[src/rtl/pc_seq_pkg.sv]
// Shared state encodings, opcode constants and defaults for the PC sequencer.
package pc_seq_pkg;

  typedef enum logic [2:0] {
    ST_IDLE      = 3'd0,
    ST_FETCH     = 3'd1,
    ST_DECODE    = 3'd2,
    ST_EXECUTE   = 3'd3,
    ST_WRITEBACK = 3'd4,
    ST_HALT      = 3'd5,
    ST_FAULT     = 3'd6
  } state_e;

  localparam logic [3:0] OP_BCOND = 4'hC;
  localparam logic [3:0] OP_JUMP  = 4'hD;

  localparam int MEM_WAIT_MAX_DEFAULT = 15;

  function automatic logic branch_taken(input logic [3:0] op, input logic cond);
    return (op == OP_JUMP) || ((op == OP_BCOND) && cond);
  endfunction

endpackage

[src/rtl/pc_sequencer_if.sv]
// Instruction-memory handshake and Program_Counter control bundle.
interface pc_sequencer_if #(
  parameter int ADDR_W  = 16,
  parameter int INSTR_W = 16
);
  logic               imem_rd;
  logic               imem_ready;
  logic [INSTR_W-1:0] instr;
  logic [ADDR_W-1:0]  PC;
  logic               PCe;
  logic               sel_next;
  logic [ADDR_W-1:0]  branch_addr;

  modport master (
    output imem_rd, PCe, sel_next, branch_addr,
    input  imem_ready, instr, PC
  );

  modport slave (
    input  imem_rd, PCe, sel_next, branch_addr,
    output imem_ready, instr, PC
  );
endinterface

[src/rtl/pc_sequencer_branch_target_calc.sv]
// Branch target: PC plus sign-extended 8-bit displacement, wrapping at ADDR_W.
module branch_target_calc #(
  parameter int ADDR_W = 16
) (
  input  logic [ADDR_W-1:0] pc_i,
  input  logic [7:0]        disp_i,
  output logic [ADDR_W-1:0] target_o
);
  assign target_o = pc_i + {{(ADDR_W-8){disp_i[7]}}, disp_i};
endmodule

[src/rtl/pc_sequencer.sv]
// Fetch/decode/execute/writeback sequencer driving the Program_Counter.
// Optional PC_SEQ_PERF_EN adds retired_cnt and taken_cnt performance counters.
module pc_sequencer
  import pc_seq_pkg::*;
#(
  parameter int ADDR_W       = 16,
  parameter int INSTR_W      = 16,
  parameter int MEM_WAIT_MAX = MEM_WAIT_MAX_DEFAULT
) (
  input  logic               clk,
  input  logic               reset,
  input  logic               run,
  input  logic               halt_req,
  input  logic               branch_cond,
  pc_sequencer_if.master     bus,
  output logic               ir_load,
  output logic [INSTR_W-1:0] ir,
  output logic               exec_en,
  output logic               wb_en,
  output logic [2:0]         state,
  output logic               halted,
  output logic               fault
`ifdef PC_SEQ_PERF_EN
  ,
  output logic [15:0]        retired_cnt,
  output logic [15:0]        taken_cnt
`endif
);

  localparam logic [7:0] WAIT_LIMIT = 8'(MEM_WAIT_MAX);

  state_e             state_q, state_d;
  logic [INSTR_W-1:0] ir_q, ir_d;
  logic [ADDR_W-1:0]  baddr_q, baddr_d;
  logic [ADDR_W-1:0]  target;
  logic               taken_q, taken_d;
  logic [7:0]         wait_q, wait_d;
  logic               imem_rd_c, pce_c, sel_next_c;

  branch_target_calc #(.ADDR_W(ADDR_W)) u_target (
    .pc_i     (bus.PC),
    .disp_i   (ir_q[7:0]),
    .target_o (target)
  );

  always_comb begin
    state_d    = state_q;
    ir_d       = ir_q;
    baddr_d    = baddr_q;
    taken_d    = taken_q;
    wait_d     = wait_q;
    imem_rd_c  = 1'b0;
    ir_load    = 1'b0;
    exec_en    = 1'b0;
    wb_en      = 1'b0;
    pce_c      = 1'b0;
    sel_next_c = 1'b0;
    halted     = 1'b0;
    fault      = 1'b0;
    case (state_q)
      ST_IDLE: begin
        if (run) state_d = ST_FETCH;
      end
      ST_FETCH: begin
        imem_rd_c = 1'b1;
        if (bus.imem_ready) begin
          ir_load = 1'b1;
          ir_d    = bus.instr;
          wait_d  = '0;
          state_d = ST_DECODE;
        end else begin
          // Timeout once the incremented wait count reaches the limit.
          wait_d = wait_q + 8'd1;
          if (wait_d == WAIT_LIMIT) state_d = ST_FAULT;
        end
      end
      ST_DECODE: begin
        baddr_d = target;
        state_d = ST_EXECUTE;
      end
      ST_EXECUTE: begin
        exec_en = 1'b1;
        taken_d = branch_taken(ir_q[15:12], branch_cond);
        state_d = ST_WRITEBACK;
      end
      ST_WRITEBACK: begin
        wb_en      = 1'b1;
        pce_c      = 1'b1;
        sel_next_c = taken_q;
        state_d    = halt_req ? ST_HALT : ST_FETCH;
      end
      ST_HALT: begin
        halted = 1'b1;
        if (run && !halt_req) state_d = ST_FETCH;
      end
      ST_FAULT: begin
        fault = 1'b1;
      end
      default: state_d = ST_IDLE;
    endcase
  end

  always_ff @(posedge clk) begin
    if (!reset) begin
      state_q <= ST_IDLE;
      ir_q    <= '0;
      baddr_q <= '0;
      taken_q <= 1'b0;
      wait_q  <= '0;
    end else begin
      state_q <= state_d;
      ir_q    <= ir_d;
      baddr_q <= baddr_d;
      taken_q <= taken_d;
      wait_q  <= wait_d;
    end
  end

`ifdef PC_SEQ_PERF_EN
  logic [15:0] retired_q, taken_cnt_q;

  always_ff @(posedge clk) begin
    if (!reset) begin
      retired_q   <= '0;
      taken_cnt_q <= '0;
    end else if (state_q == ST_WRITEBACK) begin
      retired_q <= retired_q + 16'd1;
      if (taken_q) taken_cnt_q <= taken_cnt_q + 16'd1;
    end
  end

  assign retired_cnt = retired_q;
  assign taken_cnt   = taken_cnt_q;
`endif

  assign bus.imem_rd     = imem_rd_c;
  assign bus.PCe         = pce_c;
  assign bus.sel_next    = sel_next_c;
  assign bus.branch_addr = baddr_q;
  assign ir              = ir_q;
  assign state           = state_q;

endmodule

[src/flat_wrapper.sv]
// flat-port wrapper written by rule: the top's interface ports become plain ports
module pc_sequencer_flat import pc_seq_pkg::*;
#(
  parameter int ADDR_W       = 16,
  parameter int INSTR_W      = 16,
  parameter int MEM_WAIT_MAX = MEM_WAIT_MAX_DEFAULT
)
  (clk, reset, run, halt_req, branch_cond, ir_load, ir, exec_en, wb_en, state, halted, fault, bus_imem_rd, bus_PCe, bus_sel_next, bus_branch_addr, bus_imem_ready, bus_instr, bus_PC);
  pc_sequencer_if #(.ADDR_W(ADDR_W), .INSTR_W(INSTR_W)) bus_i ();
  input  logic clk;
  input  logic reset;
  input  logic run;
  input  logic halt_req;
  input  logic branch_cond;
  output logic ir_load;
  output logic [INSTR_W-1:0] ir;
  output logic exec_en;
  output logic wb_en;
  output logic [2:0] state;
  output logic halted;
  output logic fault;
  output wire logic [$bits(bus_i.imem_rd)-1:0] bus_imem_rd;
  output wire logic [$bits(bus_i.PCe)-1:0] bus_PCe;
  output wire logic [$bits(bus_i.sel_next)-1:0] bus_sel_next;
  output wire logic [$bits(bus_i.branch_addr)-1:0] bus_branch_addr;
  input wire logic [$bits(bus_i.imem_ready)-1:0] bus_imem_ready;
  input wire logic [$bits(bus_i.instr)-1:0] bus_instr;
  input wire logic [$bits(bus_i.PC)-1:0] bus_PC;
  assign bus_imem_rd = bus_i.imem_rd;
  assign bus_PCe = bus_i.PCe;
  assign bus_sel_next = bus_i.sel_next;
  assign bus_branch_addr = bus_i.branch_addr;
  assign bus_i.imem_ready = bus_imem_ready;
  assign bus_i.instr = bus_instr;
  assign bus_i.PC = bus_PC;
  pc_sequencer #(.ADDR_W(ADDR_W), .INSTR_W(INSTR_W), .MEM_WAIT_MAX(MEM_WAIT_MAX)) u_core (.clk(clk), .reset(reset), .run(run), .halt_req(halt_req), .branch_cond(branch_cond), .bus(bus_i), .ir_load(ir_load), .ir(ir), .exec_en(exec_en), .wb_en(wb_en), .state(state), .halted(halted), .fault(fault));
endmodule
[config.mk]
export PLATFORM = sky130hd
export DESIGN_NAME = pc_sequencer_flat
export DESIGN_NICKNAME = d
export VERILOG_FILES = /design/src/rtl/pc_seq_pkg.sv /design/src/rtl/pc_sequencer_if.sv /design/src/rtl/pc_sequencer_branch_target_calc.sv /design/src/rtl/pc_sequencer.sv /design/src/flat_wrapper.sv
export SDC_FILE = /design/constraint.sdc
export NUM_CORES = 1
export LEC_CHECK = 0
export ABC_AREA = 1
export CAP_MARGIN = 40
export CORE_MARGIN = 2
export CORE_UTILIZATION = 50
export DETAILED_ROUTE_END_ITERATION = 10
export HOLD_SLACK_MARGIN = 0.1
export PLACE_DENSITY = 0.85
export SLEW_MARGIN = 20
export SYNTH_ARGS = -nofsm -noshare
export SYNTH_HDL_FRONTEND = slang
export SYNTH_SLANG_ARGS = --single-unit
[constraint.sdc]
create_clock -name clk -period 4.7 [get_ports clk]
set_input_delay 0.94 -clock clk [delete_from_list [all_inputs] [get_ports clk]]
set_output_delay 0.94 -clock clk [all_outputs]
set_load 0.02 [all_outputs]
=== Word level (Yosys, flattened, before mapping) ===
Cells that the tools add are included.

* Logic and storage cells: 42
* Output and inout port bits: 43
* Input bits: 38
* Bits in registers: 44

* $add $sub $neg: 2
* Bitwise gates (word level): 1
* Reduce and logical (&&, ||, !) cells: 7
* Mux-type cells: 15
* Eq/ne operators: 12

{| class="wikitable"
|+ Operators with widths
! operator !! number
|-
| 3-bit one-hot mux with 7 select lines || 1
|-
| 16-bit adder || 1
|-
| 3-bit 2-to-1 mux || 5
|-
| 3-bit equality test (second input constant) || 3
|-
| 8-bit by 1-bit adder with 8-bit output (second input constant) || 1
|-
| 4-bit equality test (second input constant) || 2
|-
| 8-bit by 4-bit equality test with 1-bit output (second input constant) || 1
|-
| 1-bit 2-to-1 mux || 8
|-
| 8-bit 2-to-1 mux || 1
|-
| 3-bit by 2-bit equality test with 1-bit output (second input constant) || 2
|-
| 4-bit AND reduction || 1
|-
| 3-bit by 1-bit equality test with 1-bit output (second input constant) || 1
|-
| 3-bit zero test || 1
|-
| 3-bit by 2-bit inequality test with 1-bit output (second input constant) || 1
|-
| 1-bit logical AND || 2
|-
| 2-bit by 1-bit inequality test with 1-bit output (second input constant) || 1
|-
| 2-bit inequality test (second input constant) || 1
|-
| 2-bit AND reduction || 1
|-
| 1-bit zero test || 1
|-
| 1-bit logical OR || 1
|-
| 1-bit inverter || 1
|}

=== Logic depth before layout (Yosys ltp) ===
Gate-level depths: netlist of the first run.

* Depth in word-level cells: 5
* Mapped depth: 12
* Depth with buffers taken out: 12

=== Modules after synthesis ===
Synthesis of the first run repeated with hierarchy kept, for this count alone.

* Cells, all modules: 435
* Area total of the unflattened synthesis: 2827.7 um^2

{| class="wikitable"
|+ By module, submodules not included
! module !! sequential area each (um^2) !! times used !! cells an instance !! area an instance (um^2)
|-
| pc_sequencer || 880.8 || 1 || 259 || 1896.8
|-
| branch_target_calc || 0.0 || 1 || 176 || 930.9
|}

=== Worst setup path before layout of the first run ===
OpenSTA, ideal clock, no wires.

* Path type: input to register
* From: input bus_PC[0]
* To: register u_core.baddr_q[12], in the netlist u_core.bus.branch_addr[12]
* Arrival: 2197 ps
* Required time: 4586 ps
* Path buffers: 0
* Setup slack: 2389 ps
* Cell stages on the path: 11
* Library setup time: 114 ps
* Cells stage by stage: ha_1 > fa_1 > nand2_1 > nand2_1 > and2_1 > nand3_1 > nand3_1 > nand2_1 > nand2_1 > o21bai_1 > inv_1

* Cells in the longest elaborated chain, start to end: 1

{| class="wikitable"
|+ Ends and longest elaborated chain
! element !! RTL line !! RTL
|-
| from (decl) || flat_wrapper.sv:28 || <nowiki>input wire logic [$bits(bus_i.PC)-1:0] bus_PC;</nowiki>
|-
| 16-bit adder || pc_sequencer_branch_target_calc.sv:9 || <nowiki>assign target_o = pc_i + {{(ADDR_W-8){disp_i[7]}}, disp_i};</nowiki>
|-
| to (signal assigned) || pc_sequencer.sv:113 || <nowiki>baddr_q <= baddr_d;</nowiki>
|-
| to (decl) || pc_sequencer.sv:34 || <nowiki>logic [ADDR_W-1:0] baddr_q, baddr_d;</nowiki>
|}

No other way between the ends.
A chain may end at the register's enable or synchronous reset.

=== Worst setup path after layout of the first run ===
* From: input bus_imem_ready
* To: output ir_load

* Cells in the longest elaborated chain, start to end: 2

{| class="wikitable"
|+ Ends and longest elaborated chain
! element !! RTL line !! RTL
|-
| from (decl) || flat_wrapper.sv:26 || <nowiki>input wire logic [$bits(bus_i.imem_ready)-1:0] bus_imem_ready;</nowiki>
|-
| 1-bit 2-to-1 mux || pc_sequencer.sv:66 || <nowiki>if (bus.imem_ready) begin</nowiki>
|-
| 1-bit 2-to-1 mux || pc_sequencer.sv:60 || <nowiki>case (state_q)</nowiki>
|-
| to (decl) || flat_wrapper.sv:15 || <nowiki>output logic ir_load;</nowiki>
|}

No other way between the ends.

==> out/qor.yml, run 1 <==
route:
  via_per_inst: 5.16
  ant_nets: 0
  dr.pass1.iters: 4
  wirelength_um: 6870
  vias: 2903
  drc_errors: 0
  routedWlPerCell_um: 12.2
  drt-initial-drc-count: 143
power_and_ir_drop:
  p_leak_nw: 1.74
  powerDensity_nw_per_um2: 464
  ir_worst_vdd_v: 0.000370
grt:
  grt_pass1_wl_um: 11800
  grt_antenna_before_repair: 0
  grt-ovfl-total: 0
  grt_usage: 0.236
  grt_pass1_vias: 2804
  grt_start_max_net_pins: 27
yosys:
  syn-cell-area_um2: 2750
  netlist_top_cells_count: "86 x nand2_1, 67 x nor2_1, 47 x inv_1, 44 x dfxtp_1, 31 x o21ai_0"
  ys.flop_type: "dfxtp_1"
  synth_seq_cells: 44
  yosysSeqAreaShare: 0.321
  synth_fp_nets: 468
  synth_edf_count: 0
  synthCells: 412
  yosysTopAreaCell: "dfxtp_1"
  netlist.area_leader.share: 0.321
  synth.distinct_cells: 33
  synthTopCellsByArea: "dfxtp_1 32%, nand2_1 12%, nor2_1 9.2%"
  yosysMostFrequentCell: "nand2_1"
  syn_avg_cell_area_um2: 6.66
  ys_warn_count: 0
  async_reset_ff_frac: 0
floorplanning:
  dieArea_um2: 6100
  core-area_um2: 5200
  fp.dieH_um: 78.1
  die_w_um: 78.1
  io_pins: 81
  start_util: 0.527
  num_rows: 26
flow_run:
  drv_cap: 0
cts:
  clk_pin_slew_worst_paths_ps: 80
  cts_buffer_depth: 2
  ctsHoldBuffers: 0
  cts_buffers: 5
  cts_root_buf: "clkbuf_8"
  cts_resized: 0
  cts_tree: "yes"
  cts_setup_buffers: 0
  clk_latency_ps: 310
  htree_levels: 2
  cts_sinks: 44
setup_path:
  end_kind: "output port"
  path_class: "in -> out"
  cp-start-kind: "input port"
  cp.arrival_ps: 2400
  rr_startpoint: "u_core.ir[0]"
  cp.required_ps: 3760
  r2r_cells: 11
  crit_fanout: 2
  rr_endpoint: "u_core.bus.branch_addr[12]"
  ff2ff_setup_slack_ps: 2770
place:
  dpl.hpwl_um: 5270
  port_buffers: 80
  place_area_um2: 3620
  gp_congestion: 0.875
  place_inst: 555
worst_hold_path:
  min_path_type: "reg -> reg"
  hold_end: "u_core.taken_q"
  hold_path.startpoint: "u_core.taken_q"
  holdPathStages: 2
sta:
  max_freq_mhz: 299
  max_slew_margin: 0.648
  finalMaxSlewViolations: 0
  tightest_slew_ps: 526
  fin_crit_sh: 0.712
  rsz0062_at_grt: "false"
  hold_violations: 0
  setup_viol: 0
  tns_ps: 0
  finClkSkew_ps: 11.3
  final.min_clock_period_ps: 3340
final_layout:
  syn_to_final_growth_pct: 35.4
  antennaDiodeCount: 0
  finalNonFillerCells: 563
  fin_area_um2: 3720
  drive_above_1_share: 0.0629
  n_fill_cell: 418
  nNetsFinal: 548
run_status:
  status: "finished, final reports clean"
registers in the layout, summed over array words and instances (netlist names):
name,count
u_core.bus.branch_addr,16
u_core.ir,16
u_core.wait_q,8
u_core.state,3
u_core.taken_q,1
cells in the final DEF (no fill, tap or decap), drive strengths merged:
cell type / instances
nand2: 87
inv: 51
clkinvlp: 2
clkbuf: 6
o21ai: 31
o21bai: 5
and2: 2
o211ai: 2
a21o: 2
nor4: 2
nand3b: 2
or2: 5
nand4: 2
nand3: 32
buf: 3
a21oi: 26
nor3: 1
o21a: 7
xor2: 4
ha: 17
a22oi: 1
a211oi: 1
nor2: 76
clkdlybuf4s50: 80
dfxtp: 44
xnor2: 1
fa: 1
critical path, stage by stage:
cell and delay (ps):
clkdlybuf4s50_1 590, inv_1 110, nor2_4 150, clkdlybuf4s50_1 620
per-stage QoR:
| stage | util | hold WS [ps] | power, mW | setup WS [ps] |
|---|---|---|---|---|
| 6_report | 0.714 | 466 | 1.73 | 1360 |
| 5_1_grt | 0.714 | 496 | 1.86 | 1310 |
| 4_1_cts | 0.714 | 469 | 1.74 | 1350 |
| 3_5_place_dp | 0.695 | 457 | 1.47 | 1360 |
| 3_3_place_gp | 0.690 | 455 | 1.44 | 1320 |
| 2_1_floorplan | - | 436 | 1.12 | 2390 |
per-layer routing:
layer  part of all wire  GRT usage
met5                  0          0
met1               0.43      0.277
met3              0.081     0.0782
met2               0.47      0.401
met4              0.013     0.0825
power breakdown:
part / total, mW / internal [mW] / switching [mW]
sequential: 0.539 / 0.465 / 0.0736
combinational: 0.933 / 0.397 / 0.536
clock: 0.255 / 0.119 / 0.136
cell families after synthesis:
| family | synth area share |
|---|---|
| buf+inv | 0.0884 |
| xor+xnor | 0.0160 |
| flops | 0.321 |
| compound gates | 0.153 |
| fa+ha+maj | 0.0848 |
| simple gates | 0.337 |
area by class of cell:
type	count	area, um^2	share of cell area
clock buffers	6	82.6	0.0222
multi-input cells	307	1620	0.436
repair buffers	83	838	0.226
clock inverters	2	15.0	0.00404
flip-flops and latches	44	881	0.237
well taps	70	87.6	0.0236
inverters	51	191	0.0515
worst max path at each step:
stage	start	endpoint	slack (ps)
after CTS	bus_imem_ready	ir_load	1350
after floorplan	bus_PC[0]	u_core.bus.branch_addr[12]	2390
after global placement	bus_imem_ready	ir_load	1320
after global routing	bus_imem_ready	ir_load	1310
final	bus_imem_ready	ir_load	1360
after detailed placement	bus_imem_ready	ir_load	1360
No activity file was read; power rests on OpenSTA's default activity.
==> run 2: changes to the inputs <==
--- a/config.mk
+++ b/config.mk
@@ -8,10 +8,10 @@
 export ABC_AREA = 1
 export CAP_MARGIN = 40
 export CORE_MARGIN = 2
-export CORE_UTILIZATION = 50
+export CORE_UTILIZATION = 43
 export DETAILED_ROUTE_END_ITERATION = 10
 export HOLD_SLACK_MARGIN = 0.1
-export PLACE_DENSITY = 0.85
+export PLACE_DENSITY = 0.78
 export SLEW_MARGIN = 20
 export SYNTH_ARGS = -nofsm -noshare
 export SYNTH_HDL_FRONTEND = slang
==> constraint.sdc (replaced) <==
create_clock -name clk -period 2.7 [get_ports clk]
set_input_delay 0.54 -clock clk [delete_from_list [all_inputs] [get_ports clk]]
set_output_delay 0.54 -clock clk [all_outputs]
set_load 0.02 [all_outputs]
==> run 2 against run 1 <==
  * Setup slack worse by 1000 ps
  * Non-clock buffer count up 2
  * Final cell count up 1.6%
  * Utilization down 12 points
  * Register-to-register slack worse by 2000 ps
  * Count of clock-buffer cells in the layout down 1
  * Via count down 2.3%
  * Sequential power up 75%
  * Sequential cell count unchanged
  * Design area up 0.71%
  * Largest cell class unchanged
  * Critical path depth up 1
  * First-iteration DRC count down 16%
==> out/qor.yml, run 2 (synthesis gave the netlist of run 1 again) <==
run_status:
  status: "finished, final reports clean"
power_and_ir_drop:
  p_int_mw: 1.77
  p_sw_frac: 0.423
  combPwrFrac: 0.523
  ir_worst_vdd_v: 0.000480
  powerDensity_nw_per_um2: 821
  p_leak_nw: 1.75
  power_frac_seq: 0.307
  p_sw_mw: 1.30
  clkPwrFrac: 0.170
  p_total_mw: 3.07
sta:
  hold_violations: 0
  rsz0062_at_grt: "false"
  tns_ps: 0
  setup_viol: 0
  max_slew_margin: 0.613
  finClkSkew_ps: 9.90
  final.min_clock_period_ps: 2370
  whs_ps: 470
  max_freq_mhz: 422
  fin_crit_sh: 0.879
  finalMaxSlewViolations: 0
  tightest_slew_ps: 581
setup_path:
  end_kind: "output port"
  slowest_stage: "clkdlybuf4s50_1"
  cp.arrival_ps: 1830
  cp_num_buf_inv: 2
  max_stage_delay_ps: 620
  crit_fanout: 12
  cp-start-kind: "register"
  cp.required_ps: 2160
  path_class: "reg -> out"
  cp_top_family: "buffers and inverters"
  cpMostUsedCell: "nor2_4"
  path_cells: "inv_2, nor2_4, nand2_4, nor2_4, clkdlybuf4s50_1"
place:
  gp_congestion: 0.849
  port_buffers: 80
  dpl.hpwl_um: 5390
floorplanning:
  fp.dieH_um: 83.9
  dieArea_um2: 7040
  io_pins: 81
  start_util: 0.437
  num_rows: 29
  die_w_um: 83.9
  core-area_um2: 6280
route:
  via_per_inst: 4.96
  drc_errors: 0
  dr.pass1.iters: 4
  routedWlPerCell_um: 11.9
  wirelength_um: 6820
  vias: 2837
  ant_nets: 0
  drt-initial-drc-count: 120
cts:
  htree_levels: 2
  cts_root_buf: "clkbuf_8"
  cts_resized: 0
  cts_sinks: 44
  ctsHoldBuffers: 0
  cts_buffer_depth: 2
  cts_setup_buffers: 0
  clk_latency_ps: 300
  cts_tree: "yes"
  clk_pin_slew_worst_paths_ps: 90
  cts_buffers: 5
grt:
  grt_pass1_vias: 2689
  grt_usage: 0.197
  grt_pass1_wl_um: 11600
  grt_start_max_net_pins: 19
  grt_antenna_before_repair: 0
  grt-ovfl-total: 0
final_layout:
  utilization: 0.596
  final_cell_mix: "86 x nand2_1, 80 x clkdlybuf4s50_1, 67 x nor2_1"
  drive_above_1_share: 0.0667
  syn_to_final_growth_pct: 36.4
  final_common_cell: "nand2_1"
  antennaDiodeCount: 0
  nNetsFinal: 550
flow_run:
  drv_cap: 0
worst_hold_path:
  min_path_type: "reg -> reg"
run 2: cell types whose count changed in the layout (fill, tap and decap cells not counted):
| cell | change |
|---|---|
| buf_4 | +4 |
| buf_8 | -2 |
| bufinv_16 | +1 |
| clkbuf_8 | -1 |
| clkinvlp_4 | -1 |
| inv_6 | +1 |
run 2: metrics by stage:
step                instances  setup slack [ps]  cell area (um^2)
finish                    572               328              3740
global route              572               222              3740
CTS                       572               308              3740
detailed placement        564               203              3630
global placement          564               278              3630
floorplan                 412               789              2750
run 2: power groups by stage:
stage	combinational, mW	clock [mW]	sequential (mW)
floorplan	0.841	0	1.12
global placement	1.58	0	0.953
detailed placement	1.60	0	0.956
CTS	1.61	0.535	0.944
global route	1.78	0.556	0.967
finish	1.61	0.522	0.942
run 2: path summary, 6_finish.rpt:
kind / slack (ps) / depth (start not counted) / startpoint / endpoint
max: 330 / 5 / u_core.state[0] / ir_load
min: 470 / 2 / u_core.taken_q / u_core.taken_q
max reg2reg: 780 / 9 / u_core.ir[7] / u_core.bus.branch_addr[15]
min reg2reg: 470 / 2 / u_core.taken_q / u_core.taken_q
run 2: area by class of cell:
type	instances	area, um^2
Clock buffer	5	68.8
Clock inverter	3	46.3
Fill cell	605	2530
Inverter	51	191
Multi-Input combinational cell	307	1620
Sequential cell	44	881
Tap cell	77	96.3
Timing Repair Buffer	85	838
run 2: routing by layer:
| metal | routed length, um | vias to the layer above | global-route usage |
|---|---|---|---|
| met4 | 98 | 0 | 0.0572 |
| met2 | 3090 | 82 | 0.326 |
| met3 | 430 | 7 | 0.0356 |
| met5 | 0 | - | 0 |
| met1 | 3200 | 1255 | 0.263 |
| li1 | - | 1493 | - |
run 2: worst reg2reg max path, stage by stage (launching register included):
cell,delay [ps]
dfxtp_1,570
ha_1,380
a21oi_1,190
o21ai_0,140
a21oi_1,230
nand2_1,90
nand2_1,60
nand3_1,70
nand2_1,60
inv_1,40
==> run 3: changes to the inputs <==
--- a/config.mk
+++ b/config.mk
@@ -7,8 +7,11 @@
 export LEC_CHECK = 0
 export ABC_AREA = 1
 export CAP_MARGIN = 40
+export CELL_PAD_IN_SITES_DETAIL_PLACEMENT = 1
+export CELL_PAD_IN_SITES_GLOBAL_PLACEMENT = 1
 export CORE_MARGIN = 2
-export CORE_UTILIZATION = 43
+export CORE_UTILIZATION = 30
+export CTS_CLUSTER_DIAMETER = 50
 export DETAILED_ROUTE_END_ITERATION = 10
 export HOLD_SLACK_MARGIN = 0.1
 export PLACE_DENSITY = 0.78
==> run 3 against run 2 <==
  * Global-route usage fell by 2.2 points
  * Sequential power rose by 1%
  * Highest routed layer unchanged
  * Critical endpoint unchanged
  * Final cell count rose by 5.2%
  * Critical path type unchanged
  * Via count rose by 4.3%
==> out/qor.yml, run 3 (synthesis gave the netlist of run 1 again) <==
power_and_ir_drop:
  power_frac_seq: 0.303
  powerDensity_nw_per_um2: 827
  ir_worst_vdd_v: 0.000290
  p_sw_mw: 1.36
  clkPwrFrac: 0.168
  p_int_mw: 1.77
  p_sw_frac: 0.434
  combPwrFrac: 0.529
  p_leak_nw: 1.76
  p_total_mw: 3.13
place:
  dpl.hpwl_um: 6720
  port_buffers: 80
  gp_congestion: 0.805
  post-place-ws_ps: 146
  place_inst: 594
  place_area_um2: 3670
final_layout:
  final_common_cell: "nand2_1"
  nNetsFinal: 549
  fin_area_um2: 3790
  final_cell_mix: "86 x nand2_1, 80 x clkdlybuf4s50_1, 67 x nor2_1"
  finalNonFillerCells: 602
  drive_above_1_share: 0.0648
  syn_to_final_growth_pct: 38.0
  antennaDiodeCount: 0
grt:
  grt_antenna_before_repair: 0
  grt_pass1_vias: 3040
  grt_start_max_net_pins: 31
  grt_pass1_wl_um: 14400
  grt_usage: 0.175
  grt-ovfl-total: 0
setup_path:
  path_class: "reg -> out"
  path_cells: "inv_2, nor2_4, nand2_4, nor2_4, clkdlybuf4s50_1"
  crit_fanout: 12
  cpMostUsedCell: "nor2_4"
  end_kind: "output port"
  cp-start-kind: "register"
  slowest_stage: "clkdlybuf4s50_1"
  max_stage_delay_ps: 620
  cp.arrival_ps: 1900
  cp.required_ps: 2160
flow_run:
  drv_cap: 0
floorplanning:
  core-area_um2: 8810
  dieArea_um2: 9930
  io_pins: 81
  start_util: 0.312
  num_rows: 34
  fp.dieH_um: 99.7
  die_w_um: 99.7
route:
  drc_errors: 0
  ant_nets: 0
  dr.pass1.iters: 4
  vias: 2959
  drt-initial-drc-count: 57
  via_per_inst: 4.92
  wirelength_um: 8510
  routedWlPerCell_um: 14.1
cts:
  cts_tree: "yes"
  cts_setup_buffers: 0
  clk_pin_slew_worst_paths_ps: 100
  htree_levels: 2
  cts_root_buf: "clkbuf_8"
  cts_buffers: 5
  clk_latency_ps: 300
  cts_resized: 0
  ctsHoldBuffers: 0
  cts_sinks: 44
  cts_buffer_depth: 2
run_status:
  status: "finished, final reports clean"
sta:
  finalMaxSlewViolations: 0
  max_slew_margin: 0.682
  final.min_clock_period_ps: 2440
  hold_violations: 0
  tns_ps: 0
  fin_crit_sh: 0.905
  finClkSkew_ps: 13.5
  tightest_slew_ps: 476
  setup_slack_ps: 256
  rsz0062_at_grt: "false"
  setup_viol: 0
  max_freq_mhz: 409
worst_hold_path:
  min_path_type: "reg -> reg"
-- run 3: changes by cell type in the layout (fill, tap and decap cells not counted) --
cell,delta
clkinvlp_4,-1
inv_6,-1
clkinv_4,+2
buf_12,+1
buf_4,-2
-- run 3: area by class of cell --
cell class | instances | area (um^2)
clock buffers | 5 | 68.8
clock inverters | 3 | 47.5
fillers | 1131 | 5020
inverters | 51 | 191
multi-input cells | 307 | 1620
flip-flops and latches | 44 | 881
well taps | 108 | 135
repair buffers | 84 | 843
-- run 3: worst max-delay path: cells and delay by family, from the launching register on --
family	cells	cell delay [ps]
buf+inv	2	720
simple gates	3	430
flops	1	440
-- run 3: per-stage QoR --
| step | hold slack [ps] | util |
|---|---|---|
| finish | 487 | 0.430 |
| global route | 529 | 0.430 |
| CTS | 486 | 0.430 |
| detailed placement | 471 | 0.417 |
| global placement | 466 | 0.417 |
| floorplan | 436 | - |
-- run 3: final timing paths --
path                         from                          to  slack, ps  depth (start not counted)
setup / recovery  u_core.state[0]                     ir_load        260                          5
hold / removal      u_core.ir[14]               u_core.ir[14]        490                          2
setup reg to reg     u_core.ir[7]  u_core.bus.branch_addr[15]        680                          9
hold reg to reg     u_core.ir[14]               u_core.ir[14]        490                          2
-- run 3: power groups by stage --
stage	clock network [mW]	registers, mW	logic, mW
2_1_floorplan	0	1.12	0.841
4_1_cts	0.542	0.952	1.68
3_3_place_gp	0	0.959	1.62
5_1_grt	0.556	0.978	1.84
6_report	0.525	0.951	1.66
3_5_place_dp	0	0.965	1.66
-- run 3: per-layer routing --
| metal | part of all wire | wire, um | global-route usage |
|---|---|---|---|
| met2 | 0.50 | 4250 | 0.312 |
| met4 | 0.022 | 190 | 0.0558 |
| met5 | 0 | 0 | 0 |
| met3 | 0.031 | 265 | 0.0211 |
| met1 | 0.45 | 3810 | 0.220 |
